--- src/rtl/fetch_unit_if.sv ---
// Fetch-side bus bundle: instruction memory port, redirect input and decode handshake.
// master = fetch unit, slave = surrounding environment (imem, branch unit, decode).
interface fetch_unit_if;
  logic        imem_req;
  logic [31:0] imem_addr;
  logic [31:0] imem_rdata;
  logic        redirect_valid;
  logic [31:0] redirect_pc;
  logic [31:0] instr;
  logic [31:0] pc_out;
  logic        valid_out;
  logic        ready_out;

  modport master (
    output imem_req, imem_addr, instr, pc_out, valid_out,
    input  imem_rdata, redirect_valid, redirect_pc, ready_out
  );

  modport slave (
    input  imem_req, imem_addr, instr, pc_out, valid_out,
    output imem_rdata, redirect_valid, redirect_pc, ready_out
  );
endinterface

--- src/rtl/fetch_unit.sv ---
// Instruction fetch stage: sequential PC generation, 1-cycle imem, small output FIFO, redirect flush.
// Optional FETCH_PERF_CNT_EN adds pop and stall counters (perf_fetched, perf_stall).
module fetch_unit #(
  parameter logic [31:0] RESET_PC   = 32'h0000_0000,
  parameter int          FIFO_DEPTH = 4
) (
  input  logic         clk,
  input  logic         reset,
  fetch_unit_if.master bus
`ifdef FETCH_PERF_CNT_EN
  ,
  output logic [31:0]  perf_fetched,
  output logic [31:0]  perf_stall
`endif
);
  localparam int PW = (FIFO_DEPTH > 1) ? $clog2(FIFO_DEPTH) : 1;
  localparam int CW = $clog2(FIFO_DEPTH + 1);
  localparam logic [CW:0] DEPTH_L = (CW + 1)'(FIFO_DEPTH);

  logic [31:0]   pc_reg;
  logic [31:0]   inflight_pc_reg;
  logic          inflight_reg;
  logic [PW-1:0] wr_ptr_reg;
  logic [PW-1:0] rd_ptr_reg;
  logic [CW-1:0] count_reg;
  logic [31:0]   instr_mem [FIFO_DEPTH];
  logic [31:0]   pc_mem    [FIFO_DEPTH];

  logic [CW:0]   occ;
  logic          issue;
  logic          push;
  logic          pop;
  logic          valid;

  // Occupancy reserves a slot for the in-flight read so a push never overflows.
  assign occ   = {1'b0, count_reg} + {{CW{1'b0}}, inflight_reg};
  assign issue = !reset && !bus.redirect_valid && (occ < DEPTH_L);
  assign push  = inflight_reg && !bus.redirect_valid && !reset;
  assign valid = !reset && (count_reg != '0);
  assign pop   = valid && bus.ready_out && !bus.redirect_valid;

  assign bus.imem_req  = issue;
  assign bus.imem_addr = reset ? RESET_PC : pc_reg;
  assign bus.valid_out = valid;
  assign bus.instr     = valid ? instr_mem[rd_ptr_reg] : '0;
  assign bus.pc_out    = valid ? pc_mem[rd_ptr_reg]    : '0;

  always_ff @(posedge clk) begin
    if (reset) begin
      pc_reg          <= RESET_PC;
      inflight_reg    <= 1'b0;
      inflight_pc_reg <= '0;
      wr_ptr_reg      <= '0;
      rd_ptr_reg      <= '0;
      count_reg       <= '0;
    end else if (bus.redirect_valid) begin
      pc_reg       <= {bus.redirect_pc[31:2], 2'b00};
      inflight_reg <= 1'b0;
      wr_ptr_reg   <= '0;
      rd_ptr_reg   <= '0;
      count_reg    <= '0;
    end else begin
      inflight_reg <= issue;
      if (issue) begin
        pc_reg          <= pc_reg + 32'd4;
        inflight_pc_reg <= pc_reg;
      end
      if (push) wr_ptr_reg <= wr_ptr_reg + 1'b1;
      if (pop)  rd_ptr_reg <= rd_ptr_reg + 1'b1;
      count_reg <= count_reg + CW'(push) - CW'(pop);
    end
  end

  always_ff @(posedge clk) begin
    if (push) begin
      instr_mem[wr_ptr_reg] <= bus.imem_rdata;
      pc_mem[wr_ptr_reg]    <= inflight_pc_reg;
    end
  end

`ifdef FETCH_PERF_CNT_EN
  logic [31:0] perf_fetched_reg;
  logic [31:0] perf_stall_reg;

  always_ff @(posedge clk) begin
    if (reset) begin
      perf_fetched_reg <= '0;
      perf_stall_reg   <= '0;
    end else begin
      if (pop) perf_fetched_reg <= perf_fetched_reg + 32'd1;
      if (valid && !bus.ready_out) perf_stall_reg <= perf_stall_reg + 32'd1;
    end
  end

  assign perf_fetched = perf_fetched_reg;
  assign perf_stall   = perf_stall_reg;
`endif
endmodule

--- src/flat_wrapper.sv ---
// flat-port wrapper written by rule: the top's interface ports become plain ports
module fetch_unit_flat 
#(
  parameter logic [31:0] RESET_PC   = 32'h0000_0000,
  parameter int          FIFO_DEPTH = 4
)
  (clk, reset, bus_imem_req, bus_imem_addr, bus_instr, bus_pc_out, bus_valid_out, bus_imem_rdata, bus_redirect_valid, bus_redirect_pc, bus_ready_out);
  fetch_unit_if bus_i ();
  input  logic clk;
  input  logic reset;
  output wire logic [$bits(bus_i.imem_req)-1:0] bus_imem_req;
  output wire logic [$bits(bus_i.imem_addr)-1:0] bus_imem_addr;
  output wire logic [$bits(bus_i.instr)-1:0] bus_instr;
  output wire logic [$bits(bus_i.pc_out)-1:0] bus_pc_out;
  output wire logic [$bits(bus_i.valid_out)-1:0] bus_valid_out;
  input wire logic [$bits(bus_i.imem_rdata)-1:0] bus_imem_rdata;
  input wire logic [$bits(bus_i.redirect_valid)-1:0] bus_redirect_valid;
  input wire logic [$bits(bus_i.redirect_pc)-1:0] bus_redirect_pc;
  input wire logic [$bits(bus_i.ready_out)-1:0] bus_ready_out;
  assign bus_imem_req = bus_i.imem_req;
  assign bus_imem_addr = bus_i.imem_addr;
  assign bus_instr = bus_i.instr;
  assign bus_pc_out = bus_i.pc_out;
  assign bus_valid_out = bus_i.valid_out;
  assign bus_i.imem_rdata = bus_imem_rdata;
  assign bus_i.redirect_valid = bus_redirect_valid;
  assign bus_i.redirect_pc = bus_redirect_pc;
  assign bus_i.ready_out = bus_ready_out;
  fetch_unit #(.RESET_PC(RESET_PC), .FIFO_DEPTH(FIFO_DEPTH)) u_core (.clk(clk), .reset(reset), .bus(bus_i));
endmodule
--- config.mk ---
export PLATFORM = sky130hd
export DESIGN_NAME = fetch_unit_flat
export DESIGN_NICKNAME = d
export VERILOG_FILES = /design/src/rtl/fetch_unit_if.sv /design/src/rtl/fetch_unit.sv /design/src/flat_wrapper.sv
export SDC_FILE = /design/constraint.sdc
export NUM_CORES = 1
export LEC_CHECK = 0
export ABC_AREA = 0
export BUFFER_PORTS_ARGS = -buffer_cell sky130_fd_sc_hd__buf_2
export CELL_PAD_IN_SITES_DETAIL_PLACEMENT = 1
export CELL_PAD_IN_SITES_GLOBAL_PLACEMENT = 2
export CORE_MARGIN = 3
export CORE_UTILIZATION = 44
export CTS_BUF_LIST = sky130_fd_sc_hd__clkbuf_16
export DETAILED_ROUTE_END_ITERATION = 16
export PLACE_DENSITY_LB_ADDON = 0.08
export SETUP_SLACK_MARGIN = 0.05
export SYNTH_ARGS = -nofsm -noshare
export SYNTH_HDL_FRONTEND = slang
export SYNTH_SLANG_ARGS = --single-unit
--- constraint.sdc ---
create_clock -name clk -period 5.85 [get_ports clk]
set_clock_uncertainty 0.2 [all_clocks]
set_input_delay 1.17 -clock clk [delete_from_list [all_inputs] [get_ports clk]]
set_output_delay 1.17 -clock clk [all_outputs]
set_load 0.02 [all_outputs]
; Yosys cells after proc, flatten, opt, wreduce, memory -nomap -nowiden
; Memory sizes are Yosys's and may differ from the RTL's. A register that Yosys moved wholly into a read port is not among the register bits.
; Cells that the tools add are included.
; W data, S select, Z words.
[word_totals]
register_bits = 72
mem_bits_rw = 256
word_cells = 41
output_inout_bits = 98
mem_count = 2
inputBits = 68
[mem_list]
columns = memory, words, width, rd, rd_clocked_by_memory_dff, write_ports, line_no
row1 = u_core.instr_mem, 4, 32, 1, 1, 1, fetch_unit.sv:26  ; logic [31:0] instr_mem [FIFO_DEPTH];
row2 = u_core.pc_mem, 4, 32, 1, 1, 1, fetch_unit.sv:27  ; logic [31:0] pc_mem [FIFO_DEPTH];
[op_classes]
n_bitwise = 1
mux = 11
reduce_logical = 13
add_sub_neg = 6
magnitude_cmp = 1
[op_table]
columns = operator, count
row1 = $mux W32, 5
row2 = $add A32 B3 Y32 const B, 1
row3 = $mux W2, 4
row4 = $logic_and A1 B1 Y1, 7
row5 = $add A2 B1 Y2 const B, 2
row6 = $add A3 B1 Y4, 1
row7 = $lt A4 B3 Y1 const B, 1
row8 = $add A3 B1 Y3, 1
row9 = $reduce_bool A3 Y1, 1
row10 = $sub A3 B1 Y3, 1
row11 = $logic_not A1 Y1, 2
row12 = $mux W1, 2
row13 = $reduce_and A2 Y1, 1
row14 = $reduce_bool A2 Y1, 1
row15 = $reduce_or A2 Y1, 1
row16 = $not A1 Y1, 1

; Depth between registers and ports, before layout
; Gate-level depths: netlist (run 1).
[depth]
word_depth = 6
ltp_mapped = 10
mapped_depth_nobuf = 9

; Worst setup path before layout (run 1)
; OpenSTA, ideal clock, no wires.
[synth_path]
path_kind = input -> register
start = in bus_redirect_valid
end = mem u_core.instr_mem[0][0] (enable)
setup_ps = 427
cell_stages = 3
t_arrival_ps = 3129
setup_slack_ps = 2094
n_path_buf = 1
t_required_ps = 5223
path_cell_list = clkbuf_1 nor2_1 and3_1
[synth_between]
elab_chain_len = 5
[synth_rtl]
columns = item, line_no
row1 = start: declaration, flat_wrapper.sv:17  ; input wire logic [$bits(bus_i.redirect_valid)-1:0] bus_redirect_valid;
row2 = $logic_not A1 Y1, fetch_unit.sv:38  ; assign push = inflight_reg && !bus.redirect_valid && !reset;
row3 = $logic_and A1 B1 Y1 (2 in series), fetch_unit.sv:38
row4 = $mux W1, fetch_unit.sv:75  ; if (push) begin
row5 = $mux W1 (implied by the code), fetch_unit.sv:76  ; instr_mem[wr_ptr_reg] <= bus.imem_rdata;
row6 = end: declaration, fetch_unit.sv:26
; Every way passes these cells.

; Final worst setup path (run 1)
[layout_path]
start = in reset
end = out bus_instr[5]
[layout_between]
elab_chain_len = 3
[layout_rtl]
columns = item, line_no
row1 = start: declaration, flat_wrapper.sv:10  ; input logic reset;
row2 = $logic_not A1 Y1, fetch_unit.sv:39  ; assign valid = !reset && (count_reg != '0);
row3 = $logic_and A1 B1 Y1, fetch_unit.sv:39
row4 = $mux W32, fetch_unit.sv:45  ; assign bus.instr = valid ? instr_mem[rd_ptr_reg] : '0;
row5 = end: declaration, flat_wrapper.sv:13  ; output wire logic [$bits(bus_i.instr)-1:0] bus_instr;
; Every way passes these cells.

==> results of run 1 <==
metrics by stage:
step	instance area (µm²)	cells	total power, µW	setup WS [ps]
3_5_place_dp	13900	1317	2702	1436
4_1_cts	15050	1378	4878	1422
2_1_floorplan	12750	825	2623	2094
5_1_grt	15050	1378	4997	1302
6_report	15050	1378	4827	1564
3_3_place_gp	13900	1317	2692	1524
placed cells by master, fill, tap and decap left out, types with 3 or more instances in the layout:
cell type and instances:
clkinv_1 4, a21oi_1 39, o211ai_1 4, buf_2 159, nand3_1 10, nor3_1 5, inv_1 15, clkinvlp_4 3
nand2_1 84, xnor2_1 15, edfxtp_1 248, nor4_1 7, bufinv_16 4, conb_1 4, ha_1 8, xor2_1 8
nor2_1 27, and3_4 4, a31oi_1 3, and3_1 4, buf_4 8, nand4_1 9, clkinv_2 5, clkbuf_16 37
a211oi_1 15, nor2b_1 31, a311oi_1 3, dfxtp_1 68, mux4_2 62, nor4b_1 3, and2_1 64
power by group through the flow:
stage | clock [µW] | combinational, µW | sequential [µW]
floorplan | 0 | 98.1 | 2530
global placement | 0 | 154 | 2540
detailed placement | 0 | 161 | 2540
CTS | 2220 | 162 | 2490
global route | 2320 | 178 | 2500
finish | 2170 | 159 | 2490
final cells by class:
| class | instances | area share |
|---|---|---|
| multi-input cells | 444 | 0.2444 |
| well taps | 378 | 0.03143 |
| clock buffers | 37 | 0.06153 |
| repair buffers | 167 | 0.05687 |
| inverters | 10 | 0.002494 |
| clock inverters | 24 | 0.01480 |
| flip-flops and latches | 318 | 0.5885 |
layer usage:
layer,up-vias,global-route usage,wire length (µm)
met4,0,0.04751,571
met2,181,0.3096,13740
met5,-,0,0
li1,3403,-,-
met1,3697,0.2694,13530
met3,45,0.03204,1250
logic make-up after synthesis:
logic type               share of synthesized area
XOR/XNOR                                   0.01581
AO/OA/AOI/OAI                              0.03909
multiplexers                                0.1113
adder cells (fa/ha/maj)                   0.009429
flip-flops                                  0.6946
other                                    0.0002944
AND/OR/NAND/NOR                             0.1097
buffers and inverters                      0.01984
critical path, cell delays in order:
cell	delay, ps
buf_2	210
nor2_4	830
buf_4	350
and2_1	150
buf_2	170
worst paths after layout:
| path | cells past startpoint | end | slack [ps] |
|---|---|---|---|
| setup / recovery | 5 | bus_instr[5] | 1560 |
| hold reg to reg | 2 | u_core.inflight_pc_reg[31] | 300 |
| setup reg to reg | 6 | u_core.pc_reg[23] | 3120 |
| hold / removal | 2 | u_core.inflight_pc_reg[31] | 300 |
==> impl_metrics.tcl, run 1 <==
set metrics [dict create \
    status "complete, no violations" \
    rsz0062_at_grt "no" \
    yosysMostFrequentCell "edfxtp_1" \
    synth-seq-cells 318 \
    cts_buffers 35 \
    hold_path.class "reg2reg" \
    arrival_ps 2920 \
    drv_cap 0 \
    p_switching_uw 991.3 \
    post_synth.cell_area_avg_um2 15.50 \
    peakVddDrop_v 0.0001440 \
    finalSetupTns_ps 0 \
    period_share 0.7327 \
    startpoint_type "input port" \
    pwr-share-clk 0.450 \
    yosysWarnings 0 \
    endpoint_kind "primary output" \
    internal-power_uw 3836 \
    syn_area_um2 12740 \
    p_seq_frac 0.517 \
    setup_viol 0 \
    clk_pin_slew_ps 60 \
    final_util 0.5343 \
    combPwrFrac 0.033 \
    top_regs "u_core.instr_mem (128), u_core.pc_mem (120)" \
    die_y_um 176.2 \
    cts_resized 0 \
    cp-startpoint "reset" \
    cp.required_ps 4480 \
    synth_async_sr_flop_share 0 \
    dp_hpwl_um 17860 \
    crit_fanout 43 \
    leakagePower_uw 0.005433 \
    route.detailed.drc 0 \
    slew_headroom 0.2980 \
    synth_cell_types 53 \
    maxSlewViolCount 0 \
    netlist_instances 822 \
    largest-register "u_core.instr_mem" \
    synthFlopType "edfxtp_1" \
    synth_edf_count 248 \
    wl_um 29090 \
    clkSinkCount 318 \
    core_um2 28160 \
    track_usage 0.1902 \
    final_nets 1053 \
    grt_overflow 0 \
    worstHoldStart "u_core.inflight_pc_reg[31]" \
    timing.fmax_mhz 233.3 \
    ant_nets 0 \
    drt_iter0_markers 502 \
    yosysTopAreaCell "edfxtp_1" \
    tightest_slew_ps 1053 \
    die_w_um 176.2 \
    wl_per_cell_um 21.11 \
    fin_crit_ps 4286 \
    timing.rr.start "u_core.count_reg[1]" \
    start_util 0.4524 \
    cts_tree "built" \
    grt_antenna_before_repair 0 \
    clockRootBuffer "clkbuf_16" \
    drt_first_pass_iters 5 \
    io_pins 166 \
    via_count 7326 \
    clk_latency_ps 500 \
    post_cts_buffers 0 \
    grt_pass1_vias 8068 \
    num_rows 61 \
    fill_cells 2714 \
    io_buffers 159 \
    cts_max_level 2 \
    powerDensity_nw_per_um2 320.8 \
    grt_first_pass_wirelength_um 46260 \
    hold_viol_final 0 \
    place.gp.congestion 0.7995 \
    crit_type "in2out" \
    antenna_cells 0 \
    largest_reg_flops 128 \
    cts_buffer_depth 3 \
    synth_area_leaders "edfxtp_1 58%, dfxtp_1 11%, mux4_2 11%" \
    fp.dieArea_um2 31030 \
    yosysTopAreaCellShare 0.5846 \
    register_area_um2 8856 \
    synth_common_cells "248 x edfxtp_1, 84 x nand2_1, 70 x dfxtp_1" \
    via_per_inst 5.316 \
    ctsHoldBuffers 0 \
    grt_max_degree 81 \
    holdWs_ps 299.5 \
    synth_sequential_area_ratio 0.6946 \
    multi_input_area_um2 3677 \
    drive_above_1_share 0.2930 \
    swShare 0.2054 \
    synthToLayoutAreaGrowth_pct 18.12 \
]
Power figures use the tool's default switching activity.
==> run 2: changes to the inputs <==
--- a/config.mk
+++ b/config.mk
@@ -10,7 +10,7 @@
 export CELL_PAD_IN_SITES_DETAIL_PLACEMENT = 1
 export CELL_PAD_IN_SITES_GLOBAL_PLACEMENT = 2
 export CORE_MARGIN = 3
-export CORE_UTILIZATION = 44
+export CORE_UTILIZATION = 41
 export CTS_BUF_LIST = sky130_fd_sc_hd__clkbuf_16
 export DETAILED_ROUTE_END_ITERATION = 16
 export PLACE_DENSITY_LB_ADDON = 0.08
==> constraint.sdc (replaced) <==
create_clock -name clk -period 4.5 [get_ports clk]
set_clock_uncertainty 0.2 [all_clocks]
set_input_delay 0.9 -clock clk [delete_from_list [all_inputs] [get_ports clk]]
set_output_delay 0.9 -clock clk [all_outputs]
set_load 0.02 [all_outputs]
==> run 2 against run 1 <==
Count of clock-buffer cells in the layout unchanged. Sequential power increased by 30%. Design area increased by 0.79%. Global-route usage decreased by 1.1 points. Non-clock buffer count unchanged. Via count increased by 0.27%. Combinational power increased by 29%. Hold slack got worse by 3.0 ps. Clock power increased by 40%. First-iteration DRC count decreased by 18%. Core utilization decreased by 3.1 points. Wire length increased by 1.7%.
==> impl_metrics.tcl, run 2 (synthesized netlist as in run 1, its figures left out) <==
set metrics [dict create \
    status "complete, no violations" \
    grt_max_degree 81 \
    final_common_cell "edfxtp_1" \
    fill_cells 2987 \
    antenna_cells 0 \
    grt_first_pass_wirelength_um 46750 \
    startpoint_type "flip-flop" \
    cts_max_level 2 \
    place.gp.congestion 0.7944 \
    grt_pass1_vias 8032 \
    cts_tree "built" \
    dp_hpwl_um 18090 \
    die_w_um 182.3 \
    powerDensity_nw_per_um2 427.9 \
    crit_fanout 24 \
    largest-register "u_core.instr_mem" \
    setup_viol 0 \
    largest_reg_flops 128 \
    cts_buffers 35 \
    leakagePower_uw 0.005491 \
    ant_nets 0 \
    start_util 0.4231 \
    top_regs "u_core.instr_mem (128), u_core.pc_mem (120)" \
    maxSlewViolCount 0 \
    cp_slowest_cell "dfxtp_4" \
    drive_above_1_share 0.2894 \
    finalSetupTns_ps 0 \
    crit_chain "buf_4 > mux4_2 > and2_1 > buf_2" \
    grt_overflow 0 \
    drt_iter0_markers 410 \
    p_total_uw 6490 \
    ctsHoldBuffers 0 \
    via_per_inst 5.277 \
    grt_antenna_before_repair 1 \
    via_count 7346 \
    core_um2 30110 \
    final_nets 1053 \
    path_buf_inv 2 \
    tightest_slew_ps 1055 \
    worstHoldStart "u_core.inflight_pc_reg[17]" \
    synthToLayoutAreaGrowth_pct 19.05 \
    endpoint_kind "primary output" \
    clk_pin_slew_ps 60 \
    timing.fmax_mhz 274.4 \
    arrival_ps 2540 \
    crit_type "reg2out" \
    cts_buffer_depth 3 \
    peakVddDrop_v 0.0002407 \
    fp.dieArea_um2 33220 \
    track_usage 0.1790 \
    timing.rr.start "u_core.pc_reg[2]" \
    die_y_um 182.3 \
    rsz0062_at_grt "no" \
    io_buffers 159 \
    cpPeakStageDelay_ps 700 \
    num_rows 63 \
    cts_resized 0 \
    period_share 0.8098 \
    io_pins 166 \
    cp.required_ps 3400 \
    wl_per_cell_um 21.25 \
    drt_first_pass_iters 4 \
    route.detailed.drc 0 \
    fin_crit_ps 3644 \
    clockRootBuffer "clkbuf_16" \
    slew_headroom 0.2964 \
    post_cts_buffers 0 \
    hold_path.class "reg2reg" \
    layout_common_cells "248 x edfxtp_1, 159 x buf_2, 84 x nand2_1" \
    clk_latency_ps 500 \
    crit_family "flip-flops" \
    wl_um 29590 \
    drv_cap 0 \
    hold_viol_final 0 \
    clkSinkCount 318 \
]
## run 2: cell count changes in the layout (fill, tap and decap cells not counted)
| cell | before | now |
|---|---|---|
| clkinvlp_4 | 3 | 1 |
| bufinv_16 | 4 | 8 |
| clkinv_4 | 1 | 0 |
| inv_1 | 15 | 18 |
| clkinv_1 | 4 | 6 |
| buf_4 | 8 | 7 |
| clkinv_2 | 5 | 2 |
| inv_6 | 1 | 0 |
| buf_12 | 0 | 1 |
## run 2: worst paths after layout
| check | end | slack [ps] | depth (start not counted) |
|---|---|---|---|
| worst min register to register | u_core.inflight_pc_reg[17] | 300 | 2 |
| worst min-delay path | u_core.inflight_pc_reg[17] | 300 | 2 |
| worst max-delay path | bus_pc_out[26] | 860 | 4 |
| worst max register to register | u_core.pc_reg[30] | 1510 | 6 |
## run 2: layout make-up
class | instances | area (µm²) | share of cell area
timing repair buffer | 167 | 868.3 | 0.05725
sequential | 318 | 8856 | 0.5839
clock buffer | 37 | 925.9 | 0.06105
tap | 390 | 488.0 | 0.03217
inverter | 10 | 37.54 | 0.002475
multi-input combinational | 444 | 3677 | 0.2425
clock inverter | 26 | 314.1 | 0.02071
## run 2: report_power, final
| group | switching [µW] | internal, µW | leakage, µW |
|---|---|---|---|
| logic | 126 | 78.7 | 0.00187 |
| registers | 50.9 | 3190 | 0.00298 |
| clock network | 1100 | 1940 | 0.000638 |
## run 2: metrics by stage
step / utilization / instances / hold WS (ps) / instance area, µm² / setup WS, ps
CTS: 0.5037 / 1392 / 301.2 / 15170 / 749.5
global route: 0.5037 / 1392 / 330.0 / 15170 / 643.1
floorplan: - / 825 / 243.6 / 12750 / 1014
global placement: 0.4625 / 1329 / 273.1 / 13930 / 1005
detailed placement: 0.4625 / 1329 / 293.5 / 13930 / 872.6
finish: 0.5037 / 1392 / 296.5 / 15170 / 855.8
## run 2: worst min-delay path: stages (launching register included)
cell and delay [ps]:
dfxtp_1 330, nand2_1 60, a21oi_1 50
## run 2: routing by layer
metal,part of all wire,vias up,wire length [µm],global-route usage
li1,-,3404,-,-
met1,0.47,3716,13860,0.2541
met2,0.47,178,13950,0.2891
met3,0.041,46,1216,0.03249
met4,0.019,2,548,0.04418
met5,0.00044,-,13,0
==> run 3: changes to the inputs <==
--- a/config.mk
+++ b/config.mk
@@ -5,12 +5,12 @@
 export SDC_FILE = /design/constraint.sdc
 export NUM_CORES = 1
 export LEC_CHECK = 0
-export ABC_AREA = 0
+export ABC_AREA = 1
 export BUFFER_PORTS_ARGS = -buffer_cell sky130_fd_sc_hd__buf_2
 export CELL_PAD_IN_SITES_DETAIL_PLACEMENT = 1
 export CELL_PAD_IN_SITES_GLOBAL_PLACEMENT = 2
 export CORE_MARGIN = 3
-export CORE_UTILIZATION = 41
+export CORE_UTILIZATION = 37
 export CTS_BUF_LIST = sky130_fd_sc_hd__clkbuf_16
 export DETAILED_ROUTE_END_ITERATION = 16
 export PLACE_DENSITY_LB_ADDON = 0.08
==> constraint.sdc (replaced) <==
create_clock -name clk -period 3.45 [get_ports clk]
set_clock_uncertainty 0.2 [all_clocks]
set_input_delay 0.69 -clock clk [delete_from_list [all_inputs] [get_ports clk]]
set_output_delay 0.69 -clock clk [all_outputs]
set_load 0.02 [all_outputs]
==> run 3 against run 2 <==
Hold slack got worse by 90 ps. Sequential cell count stayed put. Design area up 4.7%. Synthesized cell count is 63% higher. Register-to-register slack worse by 360 ps. Via count up 32%. Total power grew 26%. Sequential power grew 31%. Global-route usage rose by 0.37 points. Non-clock buffer count grew 13. Wire length increased by 19%. Worst setup slack worse by 530 ps.
==> impl_metrics.tcl, run 3 <==
set metrics [dict create \
    synth_async_sr_flop_share 0 \
    dp_slack_ps 545.7 \
    period_share 0.9052 \
    clk_pin_slew_ps 60 \
    drv_cap 0 \
    synth_edf_count 248 \
    cts_buffer_depth 3 \
    swShare 0.2137 \
    cts_buffers 35 \
    yosysTopAreaCellShare 0.5564 \
    hold_path.class "in2reg" \
    setup_viol 0 \
    dp_hpwl_um 21780 \
    synth_common_cells "337 x nor2_1, 248 x edfxtp_1, 170 x o21ai_0" \
    synth-seq-cells 318 \
    via_count 9696 \
    yosysWarnings 0 \
    p_switching_uw 1748 \
    wl_um 35350 \
    final_area_um2 15890 \
    fill_cells 4034 \
    netlist_instances 1337 \
    peakVddDrop_v 0.0003353 \
    tightest_slew_ps 859.6 \
    post_synth.cell_area_avg_um2 10.01 \
    cts_resized 0 \
    post_cts_buffers 0 \
    die_w_um 196.2 \
    ant_nets 0 \
    fin_ws_ps 327.1 \
    fp.dieArea_um2 38490 \
    layout_common_cells "333 x nor2_1, 248 x edfxtp_1, 170 x o21ai_0" \
    syn_area_um2 13390 \
    crit_family "buffers and inverters" \
    ctsHoldBuffers 0 \
    endpoint_kind "primary output" \
    io_buffers 159 \
    die_y_um 196.2 \
    startpoint_type "flip-flop" \
    route.detailed.drc 0 \
    largest-register "u_core.instr_mem" \
    cp_slowest_cell "buf_12" \
    status "complete, no violations" \
    clockRootBuffer "clkbuf_16" \
    synth_cell_types 29 \
    placed_area_um2 14770 \
    cts_tree "built" \
    finalNonFillerCells 1966 \
    synth_area_leaders "edfxtp_1 56%, dfxtp_1 10%, nor2_1 9.5%" \
    cp.required_ps 2560 \
    wl_per_cell_um 17.98 \
    top_regs "u_core.instr_mem (128), u_core.pc_mem (120)" \
    leakagePower_uw 0.006052 \
    place.gp.congestion 0.8155 \
    drt_iter0_markers 462 \
    synthFlopType "edfxtp_1" \
    crit_type "reg2out" \
    crit_fanout 124 \
    yosysMostFrequentCell "nor2_1" \
    maxSlewViolCount 0 \
    arrival_ps 2230 \
    cpPeakStageDelay_ps 440 \
    largest_reg_flops 128 \
    timing.fmax_mhz 320.2 \
    final_nets 1558 \
    hold_viol_final 0 \
    clk_latency_ps 500 \
    grt_overflow 0 \
    fin_crit_ps 3123 \
    grt_first_pass_wirelength_um 55620 \
    track_usage 0.1828 \
    rsz0062_at_grt "no" \
    p_total_uw 8181 \
    drt_first_pass_iters 7 \
    num_rows 69 \
    synthToLayoutAreaGrowth_pct 18.69 \
    p_seq_frac 0.520 \
    crit_chain "buf_12 > nor2_1 > nor2_1 > o21ai_0 > a21oi_1 > buf_2" \
    slew_headroom 0.4270 \
    start_util 0.3754 \
    via_per_inst 4.932 \
    combPwrFrac 0.041 \
    path_common_cell "nor2_1" \
    drive_above_1_share 0.1722 \
    finalSetupTns_ps 0 \
    grt_antenna_before_repair 0 \
    final_common_cell "nor2_1" \
    yosysTopAreaCell "edfxtp_1" \
    internal-power_uw 6433 \
    grt_pass1_vias 10098 \
    synth_sequential_area_ratio 0.6611 \
    dp_cells 1905 \
    path_buf_inv 2 \
    powerDensity_nw_per_um2 514.9 \
    clkSinkCount 318 \
    grt_max_degree 125 \
    pwr-share-clk 0.440 \
    io_pins 166 \
    core_um2 35660 \
    cts_max_level 2 \
]
-- run 3: cell count changes in the layout (fill, tap and decap cells not counted), moves of 15 or more --
cell | before | now
a21oi_1 | 39 | 119
inv_1 | 18 | 77
a211oi_1 | 15 | 0
o21ai_0 | 2 | 170
mux4_2 | 62 | 0
and2_1 | 64 | 3
nor2_1 | 27 | 333
nand2_1 | 84 | 140
nor2b_1 | 31 | 0
nand3_1 | 10 | 54
-- run 3: cells by family after synthesis --
logic type / after synthesis / share of synthesized area
and+or+nand+nor: 554 / 0.1681
DFF: 318 / 0.6611
AOI/OAI and AO/OA: 291 / 0.1090
buffers and inverters: 156 / 0.04739
adders and majority gates: 9 / 0.008974
xor gates and xnor gates: 8 / 0.005235
other: 1 / 0.0002802
-- run 3: layout make-up --
cell class / count / area, µm² / share of cell area
multi-input cells: 866 / 3946 / 0.2484
clock inverters: 22 / 163.9 / 0.01032
repair buffers: 180 / 1091 / 0.06868
inverters: 80 / 301.5 / 0.01898
flip-flops and latches: 318 / 8853 / 0.5573
clock buffers: 38 / 950.9 / 0.05986
diodes: 1 / 2.502 / 0.0001575
well taps: 461 / 576.8 / 0.03631
-- run 3: metrics by stage --
stage	utilization	hold WS (ps)
after floorplan	-	235.6
after global placement	0.4142	248.1
after detailed placement	0.4142	257.9
after CTS	0.4455	182.1
after global routing	0.4455	192.6
final	0.4456	206.2
-- run 3: power by group through the flow --
stage / clock network [µW] / registers (µW) / logic, µW
after floorplan: 0 / 4310 / 202
after global placement: 0 / 4330 / 329
after detailed placement: 0 / 4330 / 337
after CTS: 3710 / 4250 / 339
after global routing: 3890 / 4260 / 380
final: 3600 / 4250 / 333
-- run 3: path summary, 6_finish.rpt --
path	depth (start not counted)	slack, ps	from	to
worst max-delay path	6	330	flip-flop	bus_pc_out[13]
worst min-delay path	1	210	bus_imem_rdata[7]	u_core.instr_mem[0][7]
worst max register to register	10	1150	u_core.count_reg[1]	u_core.count_reg[2]
worst min register to register	2	270	u_core.rd_ptr_reg[1]	flip-flop
-- run 3: metal layers --
metal / global-route usage / routed length [µm] / up-vias
met3: 0.02679 / 1205 / 47
met2: 0.3176 / 17100 / 173
met1: 0.2430 / 16410 / 4679
met4: 0.04357 / 641 / 0
met5: 0 / 0 / -
li1: - / - / 4797
